File: src/rtl/pc_sequencer_pkg.sv
// Shared types for the PC sequencer: branch kinds, compare selects
// and the branch FSM state encoding.
package pc_sequencer_pkg;

    typedef enum logic [1:0] {
        BK_BR   = 2'd0,
        BK_JAL  = 2'd1,
        BK_JALR = 2'd2,
        BK_ILL  = 2'd3
    } br_kind_e;

    localparam logic [2:0] FUNCT3_BEQ  = 3'b000;
    localparam logic [2:0] FUNCT3_BNE  = 3'b001;
    localparam logic [2:0] FUNCT3_BLT  = 3'b100;
    localparam logic [2:0] FUNCT3_BGE  = 3'b101;
    localparam logic [2:0] FUNCT3_BLTU = 3'b110;
    localparam logic [2:0] FUNCT3_BGEU = 3'b111;

    typedef enum logic [1:0] {
        IDLE    = 2'd0,
        EVAL    = 2'd1,
        RESOLVE = 2'd2
    } br_state_e;

    function automatic logic misaligned(input logic [31:0] addr);
        return addr[1:0] != 2'b00;
    endfunction

endpackage

File: src/rtl/pc_sequencer_if.sv
// Fetch, instruction-buffer and branch handshake bundle between the
// PC sequencer (master) and imem/decode (slave).
interface pc_sequencer_if;
    import pc_sequencer_pkg::*;

    logic        fetch_req_valid;
    logic        fetch_req_ready;
    logic [31:0] fetch_addr;
    logic        fetch_rsp_valid;
    logic [31:0] fetch_rsp_data;

    logic        inst_valid;
    logic        inst_ready;
    logic [31:0] inst_data;
    logic [31:0] inst_pc;

    logic        br_valid;
    logic        br_ready;
    br_kind_e    br_kind;
    logic [2:0]  br_funct3;
    logic [31:0] br_rs1;
    logic [31:0] br_rs2;
    logic [31:0] br_pc;
    logic [31:0] br_offset;
    logic        br_done;
    logic [31:0] br_link;
    logic        br_misalign;
    logic        br_illegal;
    logic        flush;

    modport master (
        output fetch_req_valid, fetch_addr,
        input  fetch_req_ready, fetch_rsp_valid, fetch_rsp_data,
        output inst_valid, inst_data, inst_pc,
        input  inst_ready,
        input  br_valid, br_kind, br_funct3, br_rs1, br_rs2,
        input  br_pc, br_offset,
        output br_ready, br_done, br_link, br_misalign, br_illegal,
        output flush
    );

    modport slave (
        input  fetch_req_valid, fetch_addr,
        output fetch_req_ready, fetch_rsp_valid, fetch_rsp_data,
        input  inst_valid, inst_data, inst_pc,
        output inst_ready,
        output br_valid, br_kind, br_funct3, br_rs1, br_rs2,
        output br_pc, br_offset,
        input  br_ready, br_done, br_link, br_misalign, br_illegal,
        input  flush
    );

endinterface

File: src/rtl/pc_sequencer_branch_compare.sv
// Combinational branch condition evaluation for conditional branches.
module branch_compare
    import pc_sequencer_pkg::*;
(
    input  logic [2:0]  funct3_i,
    input  logic [31:0] rs1_i,
    input  logic [31:0] rs2_i,
    output logic        taken_o,
    output logic        illegal_o
);

    always_comb begin
        taken_o   = 1'b0;
        illegal_o = 1'b0;
        unique case (funct3_i)
            FUNCT3_BEQ:  taken_o = (rs1_i == rs2_i);
            FUNCT3_BNE:  taken_o = (rs1_i != rs2_i);
            FUNCT3_BLT:  taken_o = ($signed(rs1_i) < $signed(rs2_i));
            FUNCT3_BGE:  taken_o = ($signed(rs1_i) >= $signed(rs2_i));
            FUNCT3_BLTU: taken_o = (rs1_i < rs2_i);
            FUNCT3_BGEU: taken_o = (rs1_i >= rs2_i);
            default:     illegal_o = 1'b1;
        endcase
    end

endmodule

File: src/rtl/pc_sequencer.sv
// Architectural PC, single-outstanding fetch, 1-entry instruction
// buffer and a three-state branch resolver that redirects fetch.
module pc_sequencer
    import pc_sequencer_pkg::*;
#(
    parameter logic [31:0] RESET_PC = 32'h0000_0000,
    parameter int          XLEN     = 32
) (
    input  logic           clk,
    input  logic           rst,
    pc_sequencer_if.master bus
);

    br_state_e       state_q;
    br_kind_e        kind_q;
    logic [2:0]      funct3_q;
    logic [XLEN-1:0] rs1_q, rs2_q, bpc_q, off_q;
    logic            taken_q, illegal_q;
    logic [XLEN-1:0] target_q;

    logic [XLEN-1:0] pc_q, pc_d;
    logic            req_valid_q, req_valid_d;
    logic [XLEN-1:0] req_addr_q, req_addr_d;
    logic            outstanding_q, outstanding_d;
    logic            discard_q, discard_d;
    logic            stale_q, stale_d;
    logic            inst_valid_q, inst_valid_d;
    logic [XLEN-1:0] inst_data_q, inst_data_d;
    logic [XLEN-1:0] inst_pc_q, inst_pc_d;

    logic            cmp_taken, cmp_illegal;
    logic            eval_taken, eval_illegal;
    logic [XLEN-1:0] eval_target;
    logic            redirect;
    logic            req_fire, rsp_in, rsp_take, inst_fire, issue;

    branch_compare u_cmp (
        .funct3_i  (funct3_q),
        .rs1_i     (rs1_q),
        .rs2_i     (rs2_q),
        .taken_o   (cmp_taken),
        .illegal_o (cmp_illegal)
    );

    always_comb begin
        eval_taken   = 1'b0;
        eval_illegal = 1'b0;
        eval_target  = bpc_q + off_q;
        unique case (kind_q)
            BK_BR: begin
                eval_taken   = cmp_taken;
                eval_illegal = cmp_illegal;
            end
            BK_JAL:  eval_taken = 1'b1;
            BK_JALR: begin
                eval_taken  = 1'b1;
                eval_target = (rs1_q + off_q) & ~32'h1;
            end
            default: eval_illegal = 1'b1;
        endcase
    end

    always_ff @(posedge clk) begin
        if (rst) begin
            state_q   <= IDLE;
            kind_q    <= BK_BR;
            funct3_q  <= 3'b000;
            rs1_q     <= '0;
            rs2_q     <= '0;
            bpc_q     <= '0;
            off_q     <= '0;
            taken_q   <= 1'b0;
            illegal_q <= 1'b0;
            target_q  <= '0;
        end else begin
            unique case (state_q)
                IDLE: if (bus.br_valid) begin
                    kind_q   <= bus.br_kind;
                    funct3_q <= bus.br_funct3;
                    rs1_q    <= bus.br_rs1;
                    rs2_q    <= bus.br_rs2;
                    bpc_q    <= bus.br_pc;
                    off_q    <= bus.br_offset;
                    state_q  <= EVAL;
                end
                EVAL: begin
                    taken_q   <= eval_taken;
                    illegal_q <= eval_illegal;
                    target_q  <= eval_target;
                    state_q   <= RESOLVE;
                end
                default: state_q <= IDLE;
            endcase
        end
    end

    assign redirect = (state_q == RESOLVE) && taken_q
                   && !misaligned(target_q);

    assign req_fire  = req_valid_q && bus.fetch_req_ready;
    assign rsp_in    = bus.fetch_rsp_valid && outstanding_q;
    assign rsp_take  = rsp_in && !discard_q && !redirect;
    assign inst_fire = inst_valid_q && bus.inst_ready;
    // No new request in a redirect cycle: pc_q still holds the old path.
    assign issue = !req_valid_q && !outstanding_q && !redirect
                && (!inst_valid_q || inst_fire);

    always_comb begin
        pc_d          = pc_q;
        req_valid_d   = req_valid_q;
        req_addr_d    = req_addr_q;
        outstanding_d = outstanding_q;
        discard_d     = discard_q;
        stale_d       = stale_q;
        inst_valid_d  = inst_valid_q;
        inst_data_d   = inst_data_q;
        inst_pc_d     = inst_pc_q;

        if (redirect)
            pc_d = target_q;
        else if (req_fire && !stale_q)
            pc_d = pc_q + 32'd4;

        if (req_fire)
            req_valid_d = 1'b0;
        if (issue) begin
            req_valid_d = 1'b1;
            req_addr_d  = pc_q;
        end

        if (req_fire)
            outstanding_d = 1'b1;
        else if (rsp_in)
            outstanding_d = 1'b0;

        // A held wrong-path request still completes; remember to drop it.
        if (redirect && req_valid_q && !bus.fetch_req_ready)
            stale_d = 1'b1;
        else if (req_fire)
            stale_d = 1'b0;

        if (rsp_in && discard_q)
            discard_d = 1'b0;
        if (req_fire && stale_q)
            discard_d = 1'b1;
        if (redirect && ((outstanding_q && !rsp_in) || req_fire))
            discard_d = 1'b1;

        if (inst_fire)
            inst_valid_d = 1'b0;
        if (rsp_take) begin
            inst_valid_d = 1'b1;
            inst_data_d  = bus.fetch_rsp_data;
            inst_pc_d    = req_addr_q;
        end
        if (redirect)
            inst_valid_d = 1'b0;
    end

    always_ff @(posedge clk) begin
        if (rst) begin
            pc_q          <= RESET_PC;
            req_valid_q   <= 1'b0;
            req_addr_q    <= RESET_PC;
            outstanding_q <= 1'b0;
            discard_q     <= 1'b0;
            stale_q       <= 1'b0;
            inst_valid_q  <= 1'b0;
            inst_data_q   <= '0;
            inst_pc_q     <= '0;
        end else begin
            pc_q          <= pc_d;
            req_valid_q   <= req_valid_d;
            req_addr_q    <= req_addr_d;
            outstanding_q <= outstanding_d;
            discard_q     <= discard_d;
            stale_q       <= stale_d;
            inst_valid_q  <= inst_valid_d;
            inst_data_q   <= inst_data_d;
            inst_pc_q     <= inst_pc_d;
        end
    end

    assign bus.fetch_req_valid = req_valid_q;
    assign bus.fetch_addr      = req_addr_q;
    assign bus.inst_valid      = inst_valid_q;
    assign bus.inst_data       = inst_data_q;
    assign bus.inst_pc         = inst_pc_q;
    assign bus.br_ready        = (state_q == IDLE) && !rst;
    assign bus.br_done         = (state_q == RESOLVE);
    assign bus.br_link         = bpc_q + 32'd4;
    assign bus.br_misalign     = (state_q == RESOLVE) && taken_q
                              && misaligned(target_q);
    assign bus.br_illegal      = (state_q == RESOLVE) && illegal_q;
    assign bus.flush           = redirect;

endmodule

File: src/flat_wrapper.sv
// flat-port wrapper written by rule: the top's interface ports become plain ports
module pc_sequencer_flat import pc_sequencer_pkg::*;
#(
    parameter logic [31:0] RESET_PC = 32'h0000_0000,
    parameter int          XLEN     = 32
)
  (clk, rst, bus_fetch_req_valid, bus_fetch_addr, bus_fetch_req_ready, bus_fetch_rsp_valid, bus_fetch_rsp_data, bus_inst_valid, bus_inst_data, bus_inst_pc, bus_inst_ready, bus_br_valid, bus_br_kind, bus_br_funct3, bus_br_rs1, bus_br_rs2, bus_br_pc, bus_br_offset, bus_br_ready, bus_br_done, bus_br_link, bus_br_misalign, bus_br_illegal, bus_flush);
  pc_sequencer_if bus_i ();
  input  logic clk;
  input  logic rst;
  output wire logic [$bits(bus_i.fetch_req_valid)-1:0] bus_fetch_req_valid;
  output wire logic [$bits(bus_i.fetch_addr)-1:0] bus_fetch_addr;
  input wire logic [$bits(bus_i.fetch_req_ready)-1:0] bus_fetch_req_ready;
  input wire logic [$bits(bus_i.fetch_rsp_valid)-1:0] bus_fetch_rsp_valid;
  input wire logic [$bits(bus_i.fetch_rsp_data)-1:0] bus_fetch_rsp_data;
  output wire logic [$bits(bus_i.inst_valid)-1:0] bus_inst_valid;
  output wire logic [$bits(bus_i.inst_data)-1:0] bus_inst_data;
  output wire logic [$bits(bus_i.inst_pc)-1:0] bus_inst_pc;
  input wire logic [$bits(bus_i.inst_ready)-1:0] bus_inst_ready;
  input wire logic [$bits(bus_i.br_valid)-1:0] bus_br_valid;
  input wire logic [$bits(bus_i.br_kind)-1:0] bus_br_kind;
  input wire logic [$bits(bus_i.br_funct3)-1:0] bus_br_funct3;
  input wire logic [$bits(bus_i.br_rs1)-1:0] bus_br_rs1;
  input wire logic [$bits(bus_i.br_rs2)-1:0] bus_br_rs2;
  input wire logic [$bits(bus_i.br_pc)-1:0] bus_br_pc;
  input wire logic [$bits(bus_i.br_offset)-1:0] bus_br_offset;
  output wire logic [$bits(bus_i.br_ready)-1:0] bus_br_ready;
  output wire logic [$bits(bus_i.br_done)-1:0] bus_br_done;
  output wire logic [$bits(bus_i.br_link)-1:0] bus_br_link;
  output wire logic [$bits(bus_i.br_misalign)-1:0] bus_br_misalign;
  output wire logic [$bits(bus_i.br_illegal)-1:0] bus_br_illegal;
  output wire logic [$bits(bus_i.flush)-1:0] bus_flush;
  assign bus_fetch_req_valid = bus_i.fetch_req_valid;
  assign bus_fetch_addr = bus_i.fetch_addr;
  assign bus_i.fetch_req_ready = bus_fetch_req_ready;
  assign bus_i.fetch_rsp_valid = bus_fetch_rsp_valid;
  assign bus_i.fetch_rsp_data = bus_fetch_rsp_data;
  assign bus_inst_valid = bus_i.inst_valid;
  assign bus_inst_data = bus_i.inst_data;
  assign bus_inst_pc = bus_i.inst_pc;
  assign bus_i.inst_ready = bus_inst_ready;
  assign bus_i.br_valid = bus_br_valid;
  assign bus_i.br_kind = bus_br_kind;
  assign bus_i.br_funct3 = bus_br_funct3;
  assign bus_i.br_rs1 = bus_br_rs1;
  assign bus_i.br_rs2 = bus_br_rs2;
  assign bus_i.br_pc = bus_br_pc;
  assign bus_i.br_offset = bus_br_offset;
  assign bus_br_ready = bus_i.br_ready;
  assign bus_br_done = bus_i.br_done;
  assign bus_br_link = bus_i.br_link;
  assign bus_br_misalign = bus_i.br_misalign;
  assign bus_br_illegal = bus_i.br_illegal;
  assign bus_flush = bus_i.flush;
  pc_sequencer #(.RESET_PC(RESET_PC), .XLEN(XLEN)) u_core (.clk(clk), .rst(rst), .bus(bus_i));
endmodule
File: config.mk
export PLATFORM = sky130hd
export DESIGN_NAME = pc_sequencer_flat
export DESIGN_NICKNAME = d
export VERILOG_FILES = /design/src/rtl/pc_sequencer_pkg.sv /design/src/rtl/pc_sequencer_if.sv /design/src/rtl/pc_sequencer_branch_compare.sv /design/src/rtl/pc_sequencer.sv /design/src/flat_wrapper.sv
export SDC_FILE = /design/constraint.sdc
export NUM_CORES = 1
export LEC_CHECK = 0
export BUFFER_PORTS_ARGS = -buffer_cell sky130_fd_sc_hd__buf_2
export CORE_MARGIN = 4
export CORE_UTILIZATION = 51
export CTS_CLUSTER_DIAMETER = 50
export DETAILED_ROUTE_END_ITERATION = 16
export PLACE_DENSITY = 0.77
export SYNTH_ARGS = -nofsm -noshare
export SYNTH_HDL_FRONTEND = slang
export SYNTH_SLANG_ARGS = --single-unit
File: constraint.sdc
create_clock -name clk -period 2.6 [get_ports clk]
set_input_delay 0.65 -clock clk [delete_from_list [all_inputs] [get_ports clk]]
set_output_delay 0.65 -clock clk [all_outputs]
set_load 0.005 [all_outputs]
==> results by group, run 1 <==
Outcome
  – Status: finished, violations left
  – Violated checks: setup timing

Synth
  – Async set-or-reset flop fraction in the synthesized netlist: 0%
  – Distinct cells, synth: 91
  – Yosys warning count: 0
  – Seq cells post-synth: 302
  – EDFF count, synth: 0
  – Synthesized area per cell: 7.66 um^2
  – Syn Nets: 2,349
  – Most common flop cell mapped by yosys: sky130_fd_sc_hd__dfxtp_1
  – Seq/Total Area, Yosys: 38.0%
  – Cell count after synthesis: 2,078
  – Post-synthesis instance area: 15,900 um^2

Pwr
  – Clock network power share: 41.6%
  – Combinational share of power: 16.5%
  – Switching portion of total power: 27.3%
  – Sequential Power Share: 41.9%
  – Power per unit of standard cell area: 564 nW/um^2
  – Peak supply drop: 0.000454 V
  – Static leakage: 9.28 nW
  – Total internal power: 8.68 mW
  – Net Sw Power: 3.27 mW

STA
  – Final count of hold timing violations: 0
  – Worst setup skew after layout: 0.0145 ns
  – Slew of the pin with the lowest slew margin: 0.728 ns
  – Setup repair after global routing missed its margin: true
  – Post-route fraction of the period consumed by the critical path: 121%
  – Number of endpoints failing setup at the final stage: 29
  – Final critical delay including setup and external delays: 3.14 ns
  – Fmax: 318 MHz
  – PnR worst setup slack: -0.543 ns
  – Max-slew headroom: 51.5%
  – Pins Over Slew Limit: 0
  – Worst hold slack across all endpoints: 0.366 ns

Final layout
  – # fillers: 2,464
  – Share of the core filled with cells: 69.1%
  – Net count reported at finish: 2,769
  – Area taken by multi-input logic gates: 10,200 um^2
  – Layout Area Growth over Synthesis: 33.3%
  – Proportion of layout cells with a drive suffix above 1: 29.6%
  – Post-route insts no fill: 2,915
  – Area taken by flip-flops and latches: 6090 um^2
  – Antenna diode count: 0

Drt
  – Mean routed wirelength per cell: 17.4 um
  – Violation count after the first detailed-route iteration: 1,358
  – Final antenna-violating net count: 0
  – Total via count after detailed routing: 16,444
  – WL final: 50,600 um
  – Number of vias per cell after detailed routing: 5.64
  – # DRC: 0
  – Detailed Routing Iterations Pass 1: 6

Clocking
  – Latest clock arrival within the worst-skew pair: 0.51 ns
  – TritonCTS clock tree: built
  – CTS clk-pin slew, worst paths: 0.06 ns
  – Max Buffers Root-to-Sink: 3
  – CTS Root Cell: sky130_fd_sc_hd__clkbuf_16
  – H-Tree Depth: 2
  – Clk sink count: 302
  – Num CTS Buffers: 37
  – Hold buffer count at cts: 0

Worst setup path
  – CP peak stage delay: 0.36 ns
  – Crit path capture type: output port
  – Worst-path maximum fanout: 2
  – Required time of the worst setup path: 1.95 ns
  – Master of the slowest instance on the critical path: sky130_fd_sc_hd__dfxtp_2
  – Category of the critical setup timing path: register to output port
  – Crit start category: register
  – CP startpoint: u_core.bpc_q[9]
  – Cells along the critical path: nand3_4 > nor2_4 > nand4_1 > buf_4 > nor3_4 > buf_6 > nand4_1 > inv_2 > buf_6 > nand2_2 > xnor2_2 > buf_2
  – Reg2reg setup slack: -0.17 ns
  – Critical Path AT: 2.49 ns
  – Reg2reg start: u_core.off_q[0]

Run
  – Total of max-cap violations: 0

Min path
  – Classification of the worst-slack hold path: primary input to register
  – Min-Delay Startpoint: bus_br_offset[8]

Global route
  – Maximum number of pins on one net before global-route repair: 155
  – First-pass GRT wire length: 77,600 um
  – Vias in the first global route: 15,393
  – Number of antenna violations at the first check in global routing: 0
  – Global-route usage over all layers: 27.6%
  – Overflow left after global routing: 0

Floorplan
  – Initial standard-cell utilization of the core: 51.9%
  – I/O Pins: 306
  – Core Footprint: 30,700 um^2
  – Row cnt: 64
  – Die outline width: 185 um
  – Vertical die dimension: 185 um
  – Area of the die: 34,100 um^2

Placement
  – Worst setup slack after placement: -0.271 ns
  – Count of input and output buffers: 305
  – Final HPWL DP: 36,800 um
  – Placer Congestion: 0.955
  – Number of placed instances with taps included: 2,837
-- state kept, by name, indices dropped and copies added (netlist names) --
register	cells
u_core.discard_q	1
u_core.state_q	2
u_core.outstanding_q	1
u_core.kind_q	2
u_core.off_q	32
u_core.bpc_q	32
u_core.pc_q	32
u_core.bus.fetch_req_valid	1
u_core.bus.inst_data	32
u_core.rs2_q	32
u_core.target_q	32
u_core.stale_q	1
u_core.bus.inst_pc	32
u_core.rs1_q	32
u_core.illegal_q	1
u_core.taken_q	1
u_core.bus.fetch_addr	32
u_core.bus.inst_valid	1
u_core.funct3_q	3
-- routing by layer --
metal  global-route usage [%]  wire (um)
met1                     40.2      22700
met2                     44.0      22700
met3                     3.34       4140
met4                     6.22       1020
met5                        0          0
-- placed cells by master, fill, tap and decap left out, types with 30 or more instances in the layout --
cell type,n
sky130_fd_sc_hd__a211oi_1,42
sky130_fd_sc_hd__a21o_1,30
sky130_fd_sc_hd__a21oi_1,298
sky130_fd_sc_hd__buf_2,304
sky130_fd_sc_hd__buf_4,163
sky130_fd_sc_hd__clkbuf_16,37
sky130_fd_sc_hd__dfxtp_1,274
sky130_fd_sc_hd__ha_1,82
sky130_fd_sc_hd__inv_1,53
sky130_fd_sc_hd__nand2_1,543
sky130_fd_sc_hd__nand3_1,34
sky130_fd_sc_hd__nor2_1,92
sky130_fd_sc_hd__o21ai_0,48
sky130_fd_sc_hd__xnor2_1,43
sky130_fd_sc_hd__xor2_1,38
-- power groups by stage --
stage | sequential (mW) | combinational (mW) | clock [mW]
after detailed placement | 5.08 | 1.79 | 0
final | 5.01 | 1.98 | 4.97
after CTS | 4.99 | 1.85 | 5.04
after global routing | 5.02 | 2.15 | 5.22
after floorplan | 5.04 | 1.07 | 0
after global placement | 5.07 | 1.75 | 0
-- logic make-up (layout without fill, tap and decap cells) --
logic type                 after synthesis  in the layout  share of synthesized area [%]
AOI/OAI and AO/OA                      558            558                           21.1
xor gates and xnor gates                98             98                           5.40
adders and majority gates              100            100                           7.96
buffers and inverters                  166            607                           4.15
DFF                                    302            302                           38.0
muxes                                   11             11                          0.716
and+or+nand+nor                        843            843                           22.7
-- final cells by class --
cell class	instances	share of cell area, %
clock inverter	16	0.891
inverter	57	1.01
clock buffer	44	4.63
sequential	302	28.7
multi-input combinational	1610	48.0
timing repair buffer	490	14.4
tap	396	2.34
-- metrics by stage --
stage          instance area, um^2  setup TNS [ns]  power (mW)
5_1_grt                      21200          -10.70        12.4
3_5_place_dp                 18900           -2.34        6.87
4_1_cts                      20500           -7.28        11.9
2_1_floorplan                15900         -0.0317        6.11
3_3_place_gp                 18900           -1.62        6.83
6_report                     21200           -7.86        12.0
-- worst max-delay path: cells and delay by family (launching register included) --
family,cells,cell delay (ns)
buf+inv,5,0.69
flops,1,0.36
xor+xnor,1,0.19
simple gates,6,0.73
-- final timing paths --
kind,cells after the start,endpoint
min,3,u_core.off_q[8]
max reg2reg,11,u_core.target_q[24]
max,12,bus_br_link[26]
min reg2reg,2,u_core.bus.inst_data[25]
-- timing repair --
item,4_1_cts,5_1_grt
resized for setup,83,144
setup endpoints to repair,34,49
setup buffers,13,16
pin swaps,46,69
cloned,0,0
-- Yosys cell counts, types with 7 or more instances --
master / n / area [um^2]
sky130_fd_sc_hd__a211oi_1: 46 / 345
sky130_fd_sc_hd__a21o_1: 30 / 225
sky130_fd_sc_hd__a21oi_1: 314 / 1570
sky130_fd_sc_hd__a31oi_1: 7 / 43.8
sky130_fd_sc_hd__and2_1: 8 / 50.1
sky130_fd_sc_hd__and3_1: 16 / 100
sky130_fd_sc_hd__clkbuf_1: 96 / 360
sky130_fd_sc_hd__dfxtp_1: 302 / 6050
sky130_fd_sc_hd__ha_1: 98 / 1230
sky130_fd_sc_hd__inv_1: 56 / 210
sky130_fd_sc_hd__mux2i_1: 8 / 80.1
sky130_fd_sc_hd__nand2_1: 556 / 2090
sky130_fd_sc_hd__nand2b_1: 11 / 68.8
sky130_fd_sc_hd__nand3_1: 43 / 215
sky130_fd_sc_hd__nand4_1: 20 / 125
sky130_fd_sc_hd__nor2_1: 107 / 402
sky130_fd_sc_hd__nor2b_1: 11 / 68.8
sky130_fd_sc_hd__nor3_1: 23 / 115
sky130_fd_sc_hd__nor4_1: 7 / 43.8
sky130_fd_sc_hd__o211ai_1: 7 / 52.6
sky130_fd_sc_hd__o21a_1: 10 / 75.1
sky130_fd_sc_hd__o21ai_0: 56 / 280
sky130_fd_sc_hd__o21ai_1: 8 / 40.0
sky130_fd_sc_hd__xnor2_1: 56 / 490
sky130_fd_sc_hd__xor2_1: 42 / 368
Note: power is estimated with default switching activity, not from simulation.
==> run 2, diff against run 1 <==
ABC_AREA = 1   (was unset)
CAP_MARGIN = 20   (was unset)
CORE_UTILIZATION = 56   (was 51)
PLACE_DENSITY = 0.8   (was 0.77)
clock period = 2.9 ns   (was 2.6 ns; I/O delays follow)
==> run 2 against run 1 <==
  * The run still ends with setup timing left
  * Power decreased by 5.5%
  * Critical path depth decreased by 5
  * Hold slack improved by 0.075 ns
  * Cell count increased by 5.9%
  * Clock power decreased by 14%
  * Global-route usage increased by 4.0 points
  * Synthesized cell count increased by 14%
  * First-iteration DRC count decreased by 5.3%
  * Utilization increased by 0.52 points
  * Synthesized area increased by 3.1%
  * Clock skew decreased by 0.0037 ns
==> results by group, run 2 <==
Outcome
  – Status: finished, violations left
  – Violated checks: setup timing

Global route
  – Number of antenna violations at the first check in global routing: 0
  – Maximum number of pins on one net before global-route repair: 92
  – Vias in the first global route: 16,073
  – Overflow left after global routing: 0
  – Global-route usage over all layers: 31.6%
  – First-pass GRT wire length: 82,200 um

Clocking
  – Latest clock arrival within the worst-skew pair: 0.51 ns
  – CTS Root Cell: sky130_fd_sc_hd__clkbuf_16
  – Max Buffers Root-to-Sink: 3
  – Clk sink count: 302
  – TritonCTS clock tree: built
  – Num CTS Buffers: 35
  – H-Tree Depth: 2
  – CTS clk-pin slew, worst paths: 0.06 ns

STA
  – Setup repair after global routing missed its margin: true
  – Slew of the pin with the lowest slew margin: 0.692 ns
  – Post-route fraction of the period consumed by the critical path: 114%
  – Number of endpoints failing setup at the final stage: 14
  – Worst hold slack across all endpoints: 0.441 ns
  – Worst setup skew after layout: 0.0109 ns
  – Pins Over Slew Limit: 0
  – Max-slew headroom: 53.9%
  – Final count of hold timing violations: 0
  – PnR worst setup slack: -0.414 ns
  – Fmax: 302 MHz
  – Final critical delay including setup and external delays: 3.31 ns

Final layout
  – Post-route insts no fill: 3,086
  – Area taken by multi-input logic gates: 9330 um^2
  – Area of all placed cells without fillers: 20,000 um^2
  – Commonest cells after routing, fill and taps aside: sky130_fd_sc_hd__nor2_1, sky130_fd_sc_hd__o21ai_0, sky130_fd_sc_hd__buf_2
  – Most frequent standard cell in the layout excluding fill and tap cells: sky130_fd_sc_hd__nor2_1
  – Antenna diode count: 0
  – Area taken by flip-flops and latches: 6050 um^2
  – Layout Area Growth over Synthesis: 22.2%
  – Proportion of layout cells with a drive suffix above 1: 18.5%
  – # fillers: 2,464
  – Net count reported at finish: 2,951

Pwr
  – Total internal power: 7.85 mW
  – Clock network power share: 38.0%
  – Peak supply drop: 0.000465 V
  – Static leakage: 9.71 nW
  – Combinational share of power: 20.1%
  – Switching portion of total power: 30.4%
  – Power per unit of standard cell area: 563 nW/um^2
  – Net Sw Power: 3.44 mW
  – Sequential Power Share: 42.0%

Worst setup path
  – Crit path capture type: output port
  – Worst-path maximum fanout: 3
  – Crit start category: register
  – Required time of the worst setup path: 2.17 ns
  – Critical Path AT: 2.59 ns
  – Category of the critical setup timing path: register to output port

Synth
  – Post-synthesis instance area: 16,400 um^2
  – EDFF count, synth: 0
  – Largest family of logic cells by synthesized area: simple AND/OR/NAND/NOR gates
  – Leading cell types by total area after synthesis: sky130_fd_sc_hd__dfxtp_1, sky130_fd_sc_hd__nor2_1, sky130_fd_sc_hd__o21ai_0
  – Top cells by instance count after synthesis: sky130_fd_sc_hd__nor2_1, sky130_fd_sc_hd__o21ai_0, sky130_fd_sc_hd__nand2_1
  – Yosys warning count: 0
  – Distinct cells, synth: 42
  – Seq/Total Area, Yosys: 36.9%
  – Post-Synth XOR/XNOR Area: 3.95%
  – Area fraction in and, or, nand and nor cells after synthesis: 23.9%
  – Async set-or-reset flop fraction in the synthesized netlist: 0%
  – Post-synth top area share: 36.9%
  – Cell count after synthesis: 2,361
  – Fraction of the mapped netlist area in adder cells: 7.72%
  – Post-synthesis mux area share: 0%
  – Seq cells post-synth: 302
  – Syn Nets: 2,632
  – Compound-gate portion of the synthesized area: 19.9%
  – Synthesized area per cell: 6.94 um^2
  – Most common flop cell mapped by yosys: sky130_fd_sc_hd__dfxtp_1
  – Dominant cell type by area after synthesis: sky130_fd_sc_hd__dfxtp_1
  – Top-count cell post-synth: sky130_fd_sc_hd__nor2_1

Placement
  – Number of placed instances with taps included: 2,998
  – Count of input and output buffers: 305
  – Placer Congestion: 0.984
  – Worst setup slack after placement: 0.0919 ns
  – Instance area after placement: 18,500 um^2
  – Final HPWL DP: 40,500 um

Floorplan
  – Die outline width: 179 um
  – Row cnt: 62
  – Area of the die: 32,100 um^2
  – Core Footprint: 28,800 um^2
  – Initial standard-cell utilization of the core: 57.0%
  – I/O Pins: 306
  – Vertical die dimension: 179 um

Drt
  – Violation count after the first detailed-route iteration: 1,286
  – Number of vias per cell after detailed routing: 5.54
  – Final antenna-violating net count: 0
  – Total via count after detailed routing: 17,084
  – Detailed Routing Iterations Pass 1: 6
  – Mean routed wirelength per cell: 17.2 um
  – WL final: 53,000 um
  – # DRC: 0

Run
  – Total of max-cap violations: 0

Min path
  – Classification of the worst-slack hold path: primary input to register
[run 2: worst paths after layout]
kind / depth (start not counted) / from / end / slack [ns]
setup / recovery: 7 / u_core.bpc_q[18] / bus_br_link[31] / -0.41
hold reg to reg: 2 / u_core.pc_q[0] / u_core.pc_q[0] / 0.45
hold / removal: 3 / bus_fetch_rsp_data[15] / u_core.bus.inst_data[15] / 0.44
setup reg to reg: 12 / u_core.bpc_q[3] / u_core.target_q[7] / 0.14
[run 2: repair_timing]
item,in CTS,in global routing
hold buffers,0,0
gates resized for setup,33,20
setup buffers,21,10
pin swaps,10,11
setup endpoints to repair,15,23
[run 2: per-layer routing]
metal	track usage [%]	routed length, um	vias up
met1	42.0	22900	7925
met3	4.85	3750	100
met4	8.70	1520	0
li1	-	-	8440
met2	53.6	24900	619
met5	0	0	-
[run 2: worst max-delay path, stage by stage, from the launching register on]
cell	delay (ns)
sky130_fd_sc_hd__dfxtp_1	0.39
sky130_fd_sc_hd__inv_1	0.13
sky130_fd_sc_hd__nor3_1	0.46
sky130_fd_sc_hd__nand2_2	0.12
sky130_fd_sc_hd__or4_4	0.48
sky130_fd_sc_hd__nor3_4	0.20
sky130_fd_sc_hd__xor2_1	0.16
sky130_fd_sc_hd__buf_2	0.13
[run 2: area by class of cell]
class	count	area share [%]
Clock buffer	47	4.90
Clock inverter	12	0.687
Inverter	230	4.33
Multi-Input combinational cell	1727	46.6
Sequential cell	302	30.2
Tap cell	384	2.40
Timing Repair Buffer	384	10.9
[run 2: kinds of logic (layout without fill, tap and decap cells)]
| logic type | count (synthesis) | in the layout |
|---|---|---|
| compound gates | 609 | 609 |
| xor+xnor | 74 | 74 |
| simple gates | 944 | 944 |
| buf+inv | 332 | 673 |
| fa+ha+maj | 100 | 100 |
| flops | 302 | 302 |
[run 2: through the flow]
stage               TNS [ns]  power, mW  util (%)
finish                 -2.92       11.3      69.6
floorplan                  0       6.09         -
global placement           0       6.94      64.1
global route           -4.36       11.8      69.6
detailed placement         0       6.99      64.1
CTS                    -1.75       11.3      69.1
[run 2: power by group through the flow]
stage               Combinational (mW)  Clock (mW)  Sequential, mW
global route                      2.54        4.50            4.76
CTS                               2.21        4.32            4.73
floorplan                         1.36           0            4.73
global placement                  2.13           0            4.80
finish                            2.27        4.29            4.74
detailed placement                2.18           0            4.81
